**config.mk**
```make
export PLATFORM = sky130hd
export DESIGN_NAME = status_uart_reporter
export DESIGN_NICKNAME = d
export VERILOG_FILES = /design/src/rtl/alarm_pkg.sv /design/src/rtl/status_msg_rom.sv /design/src/rtl/status_uart_reporter.sv
export SDC_FILE = /design/constraint.sdc
export NUM_CORES = 1
export LEC_CHECK = 0
export ABC_CLOCK_PERIOD_IN_PS = 1600
export CORE_ASPECT_RATIO = 0.9
export CORE_MARGIN = 2
export CORE_UTILIZATION = 55
export DETAILED_ROUTE_END_ITERATION = 7
export DONT_BUFFER_PORTS = 1
export GPL_TIMING_DRIVEN = 0
export PLACE_DENSITY_LB_ADDON = 0.25
export RECOVER_POWER = 25
export SYNTH_ARGS = -nofsm -noshare
export SYNTH_HDL_FRONTEND = slang
export SYNTH_HIERARCHICAL = 1
export SYNTH_SLANG_ARGS = --single-unit
```
**constraint.sdc**
```tcl
create_clock -name i_clk -period 1.6 [get_ports i_clk]
set_input_delay 0.16 -clock i_clk [delete_from_list [all_inputs] [get_ports i_clk]]
set_output_delay 0.16 -clock i_clk [all_outputs]
set_load 0.05 [all_outputs]
```
**src/rtl/alarm_pkg.sv**
```systemverilog
// Constants shared between the PIN verifier and its status reporter:
// status codes, ASCII framing bytes and the fixed message length.
package alarm_pkg;

    typedef logic [2:0] status_code_t;

    localparam status_code_t ST_IDLE   = 3'b000;
    localparam status_code_t ST_OPEN   = 3'b001;
    localparam status_code_t ST_WRONG1 = 3'b010;
    localparam status_code_t ST_WRONG2 = 3'b011;
    localparam status_code_t ST_LOCKED = 3'b100;

    localparam logic [7:0] CHAR_CR = 8'h0D;
    localparam logic [7:0] CHAR_LF = 8'h0A;

    localparam int         MSG_LEN  = 6;
    localparam logic [2:0] MSG_LAST = 3'(MSG_LEN - 1);

endpackage

```
**src/rtl/status_msg_rom.sv**
```systemverilog
// Combinational lookup of one byte of the 6-byte status message
// (4 ASCII chars + CR LF) for a given status code and byte index.
module status_msg_rom
    import alarm_pkg::*;
(
    input  logic [2:0] code,
    input  logic [2:0] index,
    output logic [7:0] data
);

    logic [31:0] chars;

    always_comb begin
        chars = "????";
        case (code)
            ST_IDLE:   chars = "IDLE";
            ST_OPEN:   chars = "OPEN";
            ST_WRONG1: chars = "ERR1";
            ST_WRONG2: chars = "ERR2";
            ST_LOCKED: chars = "LOCK";
            default:   chars = "????";
        endcase
    end

    always_comb begin
        data = 8'h00;
        case (index)
            3'd0:    data = chars[31:24];
            3'd1:    data = chars[23:16];
            3'd2:    data = chars[15:8];
            3'd3:    data = chars[7:0];
            3'd4:    data = CHAR_CR;
            3'd5:    data = CHAR_LF;
            default: data = 8'h00;
        endcase
    end

endmodule

```
**src/rtl/status_uart_reporter.sv**
```systemverilog
// Reports every change of the verifier status code as a 6-byte ASCII message
// on a valid/ready byte stream, with an optional periodic heartbeat resend.
module status_uart_reporter
    import alarm_pkg::*;
#(
    parameter int HEARTBEAT_CYCLES = 0,
    parameter int HB_W             = 32
) (
    input  logic       i_clk,
    input  logic       i_rst,
    input  logic [2:0] i_state,
    output logic [7:0] o_tx_data,
    output logic       o_tx_valid,
    input  logic       i_tx_ready,
    output logic       o_busy,
    output logic [7:0] o_msg_count
);

    // Stream handshake: a byte moves on a rising edge where o_tx_valid and
    // i_tx_ready are both high; o_tx_data is held while valid waits on ready.

    localparam logic [0:0] S_IDLE = 1'b0;
    localparam logic [0:0] S_SEND = 1'b1;

    localparam logic [HB_W-1:0] HB_LAST =
        HB_W'((HEARTBEAT_CYCLES > 0) ? HEARTBEAT_CYCLES - 1 : 0);

    logic [0:0]      state;
    logic [2:0]      idx;
    logic [2:0]      msg_code;
    logic [2:0]      last_code;
    logic            first;
    logic            pending;
    logic [HB_W-1:0] hb_cnt;
    logic [7:0]      msg_count;
    logic [7:0]      rom_byte;

    logic code_changed;
    logic hb_expired;
    logic start;
    logic xfer;
    logic last_byte;

    status_msg_rom u_rom (
        .code  (msg_code),
        .index (idx),
        .data  (rom_byte)
    );

    assign code_changed = (i_state != last_code);
    assign hb_expired   = (HEARTBEAT_CYCLES > 0) && (hb_cnt == HB_LAST);
    assign start        = first || code_changed || hb_expired;
    assign xfer         = (state == S_SEND) && i_tx_ready;
    assign last_byte    = (idx == MSG_LAST);

    assign o_tx_valid  = (state == S_SEND);
    assign o_busy      = (state == S_SEND);
    assign o_tx_data   = (state == S_SEND) ? rom_byte : 8'h00;
    assign o_msg_count = msg_count;

    always_ff @(posedge i_clk) begin
        if (i_rst) begin
            state     <= S_IDLE;
            idx       <= 3'd0;
            msg_code  <= ST_IDLE;
            last_code <= ST_IDLE;
            first     <= 1'b1;
            pending   <= 1'b0;
            hb_cnt    <= '0;
            msg_count <= 8'd0;
        end else if (state == S_IDLE) begin
            if (start) begin
                msg_code  <= i_state;
                last_code <= i_state;
                first     <= 1'b0;
                idx       <= 3'd0;
                hb_cnt    <= '0;
                state     <= S_SEND;
            end else if (HEARTBEAT_CYCLES > 0) begin
                hb_cnt <= hb_cnt + HB_W'(1);
            end
        end else begin
            // Only the latest code is remembered; earlier changes are overwritten.
            if (code_changed) begin
                last_code <= i_state;
                pending   <= 1'b1;
            end
            if (xfer) begin
                if (!last_byte) begin
                    idx <= idx + 3'd1;
                end else begin
                    msg_count <= msg_count + 8'd1;
                    idx       <= 3'd0;
                    // A change landing on the final byte is folded into the follow-up message.
                    if (pending || code_changed) begin
                        msg_code <= code_changed ? i_state : last_code;
                        pending  <= 1'b0;
                        hb_cnt   <= '0;
                    end else begin
                        state <= S_IDLE;
                    end
                end
            end
        end
    end

endmodule

```
; Word-level counts from Yosys, hierarchy flattened
; Cells that the tools add are included.
[totals]
output_inout_bits = 18
register_bits = 20
input_bits = 6
[op_classes]
n_bitwise = 1
add_sub_neg = 2
n_mux = 23
n_reduce_logical = 10
eq_ne = 13
[op_table]
columns = op, n
row1 = case mux 31 bit (5 select lines), 1
row2 = case mux 8 bit (6 select lines), 1
row3 = two-way mux 3 bit, 11
row4 = "equality test 3 x 2 -> 1 bit, second input constant", 4
row5 = "equality test 3 bit, second input constant", 3
row6 = two-way mux 1 bit, 9
row7 = "adder 8 x 1 -> 8 bit, second input constant", 1
row8 = two-way mux 8 bit, 1
row9 = "equality test 3 x 1 -> 1 bit, second input constant", 2
row10 = logical NOT 3 bit, 2
row11 = "inequality test 2 x 1 -> 1 bit, second input constant", 3
row12 = AND reduction 2 bit, 2
row13 = AND reduction 4 bit, 1
row14 = "adder 3 x 1 -> 3 bit, second input constant", 1
row15 = inequality test 3 bit, 1
row16 = AND reduction 3 bit, 1
row17 = logical OR 1 bit, 2
row18 = nonzero test 2 bit, 1
row19 = logical AND 1 bit, 1
row20 = NOT 1 bit, 1

; Depth between registers and ports, before layout
[logic_depth]
depth_word = 6
depth_mapped = 6

; By module
; Netlist, hierarchy kept.
[modules_own_cells]
columns = module, cells_per_inst, area_per_inst_um2, instances
row1 = status_uart_reporter, 104, 922.1, 1
row2 = status_msg_rom, 46, 296.5, 1

; Worst setup path before layout
; Ideal clock, no wire load.
[synth_path]
kind = register to register
startpoint = register state (netlist: o_busy)
endpoint = register msg_code[0]
n_path_buf = 1
stages_incl_launch_ff = 6
required_time_ns = 1.479
synth_period_minus_slack_ns = 1.991
arrival_ns = 1.870
slack_ns = -0.391
cell_sequence = dfxtp_1 -> and4b_1 -> buf_4 -> nand2_1 -> o22ai_1 -> mux2_2
[synth_between]
elab_chain_len = 3
[synth_lines]
columns = item, line_no
row1 = "start, declared", status_uart_reporter.sv:28  ; logic [0:0] state;
row2 = "start signal, assigned", status_uart_reporter.sv:63  ; state <= S_IDLE;
row3 = "start signal, assigned", status_uart_reporter.sv:78  ; state <= S_SEND;
row4 = "start signal, assigned", status_uart_reporter.sv:100  ; state <= S_IDLE;
row5 = logical AND 1 bit, status_uart_reporter.sv:53  ; assign xfer = (state == S_SEND) && i_tx_ready;
row6 = inequality test 2 x 1 -> 1 bit (no line), -
row7 = AND reduction 4 bit (no line), -
row8 = "end signal, assigned", status_uart_reporter.sv:73  ; msg_code <= i_state;
row9 = "end signal, assigned", status_uart_reporter.sv:96  ; msg_code <= code_changed ? i_state : last_code;
row10 = "end, declared", status_uart_reporter.sv:30  ; logic [2:0] msg_code;
; Several ways; a longest one is shown, not always the timed one.
; A chain may end at the register's enable or synchronous reset.

; Worst setup path in the final report
[layout_path]
startpoint = register idx[0]
endpoint = output port o_tx_data[2]
[layout_between]
elab_chain_len = 3
[layout_lines]
columns = item, line_no
row1 = "start, declared", status_uart_reporter.sv:29  ; logic [2:0] idx;
row2 = "start signal, assigned", status_uart_reporter.sv:90  ; idx <= idx + 3'd1;
row3 = "equality test 3 bit, or another cell as far along", status_msg_rom.sv:27  ; case (index)
row4 = case mux 8 bit (6 select lines) (*), status_msg_rom.sv:27
row5 = via rom_byte[2], status_uart_reporter.sv:36  ; logic [7:0] rom_byte;
row6 = two-way mux 8 bit (*), status_uart_reporter.sv:58  ; assign o_tx_data = (state == S_SEND) ? rom_byte : 8'h00;
row7 = "end, declared", status_uart_reporter.sv:12  ; output logic [7:0] o_tx_data,
; Mark *: on every way through the listed nets, which the timed path passes. The rest lies on a longest branch.

==> results_dict.tcl <==
set metrics [dict create \
    status "finished with violations" \
    violations "negative setup slack" \
    grt-ovfl-total 0 \
    ys_seq_area_share_pct 32.85 \
    clkLatencyLatePin_ns 0.30 \
    clock_sinks 20 \
    drc 0 \
    hold_ws_ns 0.01720 \
    switching_share_pct 33.10 \
    pwr-share-clk_pct 21.8 \
    pre_cts_slack_ns -0.1433 \
    fin_setup_tns_ns -0.6307 \
    io_pins 24 \
    avgViaCountPerCell 5.914 \
    slew_headroom_pct 64.38 \
    crit_fanout 7 \
    dr.pass1.iters 4 \
    grt_pass1_wl_um 4761 \
    htreeDepth 1 \
    finalPower_mw 1.126 \
    critPathArrivalTime_ns 1.59 \
    dieArea_mm2 0.002609 \
    final_cell_mix "15 x buf_4, 13 x nor2_1, 10 x a21oi_1, 8 x dfxtp_1, 8 x dfxtp_2" \
    nNetsFinal 178 \
    cp-start-kind "flop" \
    yosys-top-cells-area "dfxtp_1 33%, xor2_1 5.7%, and2_1 5.1%" \
    syn_inst 150 \
    ant_nets 0 \
    antenna-diode-count 0 \
    cts_tree "done" \
    routedWlPerCell_um 15.39 \
    syn-num-nets 157 \
    place_hpwl_um 1751 \
    drv_slew 0 \
    grt_max_degree 12 \
    hold_class "input pin to flop" \
    cts.clk_slew.worst_paths_ns 0.11 \
    rsz0062_at_grt "yes" \
    track_usage_pct 23.37 \
    grt_pass1_vias 1084 \
    p_comb_share_pct 30.3 \
    die_w_um 53.62 \
    synth_area_per_cell_um2 8.124 \
    core_area_mm2 0.002142 \
    mostFrequentLayoutCell "buf_4" \
    endpoint_kind "primary output" \
    cts.root.buffer_cell "clkbuf_4" \
    synth-seq-cells 20 \
    synth.distinct_cells 41 \
    clk_path_buf_depth 2 \
    io_buffers 0 \
    initial_utilization_pct 56.89 \
    antenna_found_initial 0 \
    power_density_mw_per_mm2 692.9 \
    yosys.area.top_type_share_pct 32.85 \
    hold_viol_final 0 \
    routed_wl_um 3031 \
    place_area_mm2 0.001266 \
    crit_required_ns 1.44 \
    die_h_um 48.66 \
    seqPwrFrac_pct 47.9 \
    finClkSkew_ns 0.004036 \
    tightest_slew_ns 0.5335 \
    dr.first_iter.drc_count 27 \
    fmax_mhz 570.6 \
    finalWeightedCongestion 0.7587 \
    power.leakage_nw 0.6355 \
    crit_type "flop to primary output" \
    yosysTopAreaCell "dfxtp_1" \
    yosys_warnings 6 \
    p_int_mw 0.7534 \
    finalSetupViolations 10 \
    peakVddDrop_v 0.0006472 \
    cts_buffers 3 \
    switchingPower_mw 0.3727 \
    fin_ws_ns -0.1527 \
    vias 1165 \
    layout_min_cycle_time_ns 1.753 \
    areaGrowthSynthToFinish_pct 33.37 \
    num_rows 16 \
    max_cap_violations 0 \
    postLayoutCellArea_mm2 0.001625 \
    synthesis.area_mm2 0.001219 \
    post-route-period-util_pct 109.5 \
    drive_gt1_share_pct 44.12 \
]
[layer usage]
layer,global-route usage [%],wire (um)
met1,31.57,1281
met2,38.89,1565
met3,3.395,156
met4,5.128,27
met5,0,0
[power groups by stage]
| stage | sequential (mW) | combinational (mW) | clock [mW] |
|---|---|---|---|
| after floorplan | 0.544 | 0.216 | 0 |
| after global routing | 0.542 | 0.362 | 0.265 |
| after global placement | 0.547 | 0.236 | 0 |
| after detailed placement | 0.549 | 0.242 | 0 |
| final | 0.540 | 0.341 | 0.246 |
| after CTS | 0.534 | 0.298 | 0.245 |
[repair_timing]
action,CTS,global route
hold buffers,1,0
hold endpoints to repair,1,0
cloned,0,1
pin swaps,4,10
resized for setup,39,23
setup buffers,8,7
endpoints found under the setup margin,11,17
[worst max-delay path, stage by stage (launching register included)]
cell,delay (ns)
dfxtp_4,0.39
buf_8,0.13
buf_4,0.13
nor2_4,0.13
nor2_1,0.08
a211oi_2,0.15
and2_4,0.26
[cell type report]
class                   count  area [um^2]
multi-input cells         114        870.8
fillers                   151        516.7
flip-flops and latches     20        425.4
repair buffers             16        143.9
plain buffers              13        113.9
well taps                  27        33.78
clock buffers               4        26.28
inverters                   3        11.26
[final timing paths]
| kind | slack [ns] | endpoint | depth (start not counted) | from |
|---|---|---|---|---|
| max | -0.15 | o_tx_data[2] | 6 | idx[0]$_SDFFE_PP0P_ |
| min | 0.02 | last_code[0]$_SDFFE_PP0P_ | 1 | i_state[0] |
| max reg2reg | -0.01 | msg_code[2]$_SDFFE_PP0P_ | 5 | o_busy$_SDFF_PP0_ |
| min reg2reg | 0.54 | first$_SDFFE_PP1P_ | 1 | first$_SDFFE_PP1P_ |
[through the flow]
stage | instances | utilization [%]
floorplan | 150 | -
global route | 197 | 75.88
CTS | 190 | 69.16
global placement | 177 | 59.11
detailed placement | 177 | 59.11
finish | 197 | 75.88
[flip-flops by register name (all words and copies together) (netlist names)]
signal	count
first	1
pending	1
o_busy	1
msg_code	3
last_code	3
idx	3
o_msg_count	8
[cell families after synthesis]
kind of cell | Yosys count | share of synthesized area [%]
and+or+nand+nor | 70 | 32.96
buffers and inverters | 16 | 8.623
AOI/OAI and AO/OA | 31 | 15.71
other | 1 | 0.3077
muxes | 3 | 2.772
DFF | 20 | 32.85
adders and majority gates | 1 | 1.027
xor gates and xnor gates | 8 | 5.750
[cell usage after synthesis (all sizes together)]
library cell / n
and2: 10
o21a: 3
nor2: 15
a21o: 1
nor3: 8
nor2b: 7
or2: 1
a21oi: 12
and3: 2
nand2b: 2
conb: 1
dfxtp: 20
nand3: 4
a221oi: 2
nand4: 1
nand2: 8
nor3b: 3
o22a: 1
clkbuf: 4
a211oi: 1
or4: 1
or3: 1
and4b: 1
ha: 1
mux2: 3
inv: 3
xor2: 8
o22ai: 1
a31oi: 2
buf: 9
o31ai: 1
nor4: 5
and2b: 1
o21ai: 7
(Power assumes the default switching activity.)
==> variant, RTL diff (config.mk and constraints unchanged) <==
Register the output `o_msg_count` once more, cleared by the reset; this adds one clock of latency there. The other outputs are not delayed to match.
--- a/src/rtl/status_uart_reporter.sv
+++ b/src/rtl/status_uart_reporter.sv
@@ -56,7 +56,13 @@
     assign o_tx_valid  = (state == S_SEND);
     assign o_busy      = (state == S_SEND);
     assign o_tx_data   = (state == S_SEND) ? rom_byte : 8'h00;
-    assign o_msg_count = msg_count;
+    always_ff @(posedge i_clk) begin
+        if (i_rst) begin
+            o_msg_count <= '0;
+        end else begin
+            o_msg_count <= msg_count;
+        end
+    end
 
     always_ff @(posedge i_clk) begin
         if (i_rst) begin
Check against the original RTL: not equivalent (Yosys sat finds a counterexample within 10 cycles, from zero or initial values and one cycle with i_rst high).
==> variant against the original RTL <==
The run still ends with negative setup slack left. Cell area increased by 13%. Sequential cell count increased by 8. Wire length increased by 10%. Sequential share of layout area increased by 5.3 points. Power increased by 25%. Die area increased by 19%. Synthesized area increased by 21%. Setup slack got worse by 0.058 ns. Largest power group unchanged.
==> variant: results (changes against the original RTL) <==
[run_status]
outcome=finished with violations
violations=negative setup slack

[critical_path]
rr_startpoint=idx[1]
cp.arrival_ns=1.65  ; +0.06 ns
worstPathMaxFanout=5  ; -2

[sta]
layout_setup_ws_ns=-0.210  ; -0.0576 ns
finalSetupTns_ns=-0.784  ; -0.154 ns
clock_skew_ns=0.0112  ; +0.00717 ns
final-setup-viol-count=7  ; -3

[route]
wl_met2_um=1610  ; +2.8%
drtIter0Drc=46  ; +70%
met3WireLength_um=178  ; +14%
via_per_inst=5.75  ; -2.8%
drt-met1-wl_um=1520  ; +18%

[global_routing]
grt_start_max_net_pins=16  ; +4
grt_pass1_vias=1095  ; +1.0%
grtUsageMet3_pct=4.89  ; +1.5 points
grt_pass1_wl_um=5250  ; +10%
track_usage_pct=22.5  ; -0.82 points
met2_usage_pct=36.1  ; -2.7 points
use_met1_pct=32.0  ; +0.41 points

[power_and_ir_drop]
p_int_uw=990  ; +31%
p_leak_nw=0.754  ; +19%
vdd_drop_max_v=0.000866  ; +34%
power.share.sequential_pct=52.2  ; +4.3 points
p_comb_uw=329  ; -4%

[logic_synthesis]
synth_common_cells=28 x dfxtp_1, 17 x nor2_1, 15 x nor2b_1, 10 x and2_1
yosysUniqueCellTypes=45  ; +9.8%
syn_inst=166  ; +11%
synth_xor_area_share_pct=5.35  ; -0.40 points
synthTopCellsByArea=dfxtp_1 38%, nor2b_1 6.4%, xor2_1 5.4%
synth_mux_area_share_pct=4.50  ; +1.7 points
synth_compound_area_share_pct=13.1  ; -2.6 points
yosysSeqAreaShare_pct=38.1  ; +5.2 points

[finish]
fin_nets=196  ; +10%
drive_gt1_share_pct=36.2  ; -7.9 points
fillers=189  ; +25%

[placement]
place_inst=194  ; +9.6%
pre_cts_ws_ns=-0.0134  ; +0.130 ns
gp_congestion=0.831  ; +9.5%
dp_hpwl_um=1950  ; +12%

[hold_path]
hp-start=i_tx_ready

[clock_network]
cts.hold.buffers_added=3  ; +2

## variant: cell types whose count changed after synthesis, moves of 3 or more
cell / before / now
nor2b_1: 6 / 15
dfxtp_1: 20 / 28
nor4_1: 4 / 0
a21oi_1: 12 / 9
mux2_4: 0 / 3
## variant: final timing paths
path	to	slack, ns	cells past startpoint
max	o_tx_data[1]	-0.21	5
min	idx[0]	0.15	3
max reg2reg	msg_code[0]	0.01	6
min reg2reg	o_msg_count[7]	0.48	1
## variant: cell type report
cell class,instances,share of cell area [%]
plain buffers,14,6.92
clock buffers,4,1.97
inverters,3,0.611
multi-input cells,120,47.7
flip-flops and latches,28,31.5
well taps,28,1.90
repair buffers,19,9.43
## variant: worst max-delay path, cell delays in order (launching register included)
cell and delay [ns]:
dfxtp_4 0.40, and2b_1 0.20, nor3_2 0.22, nor3_2 0.06, a221oi_2 0.17, and2_4 0.27
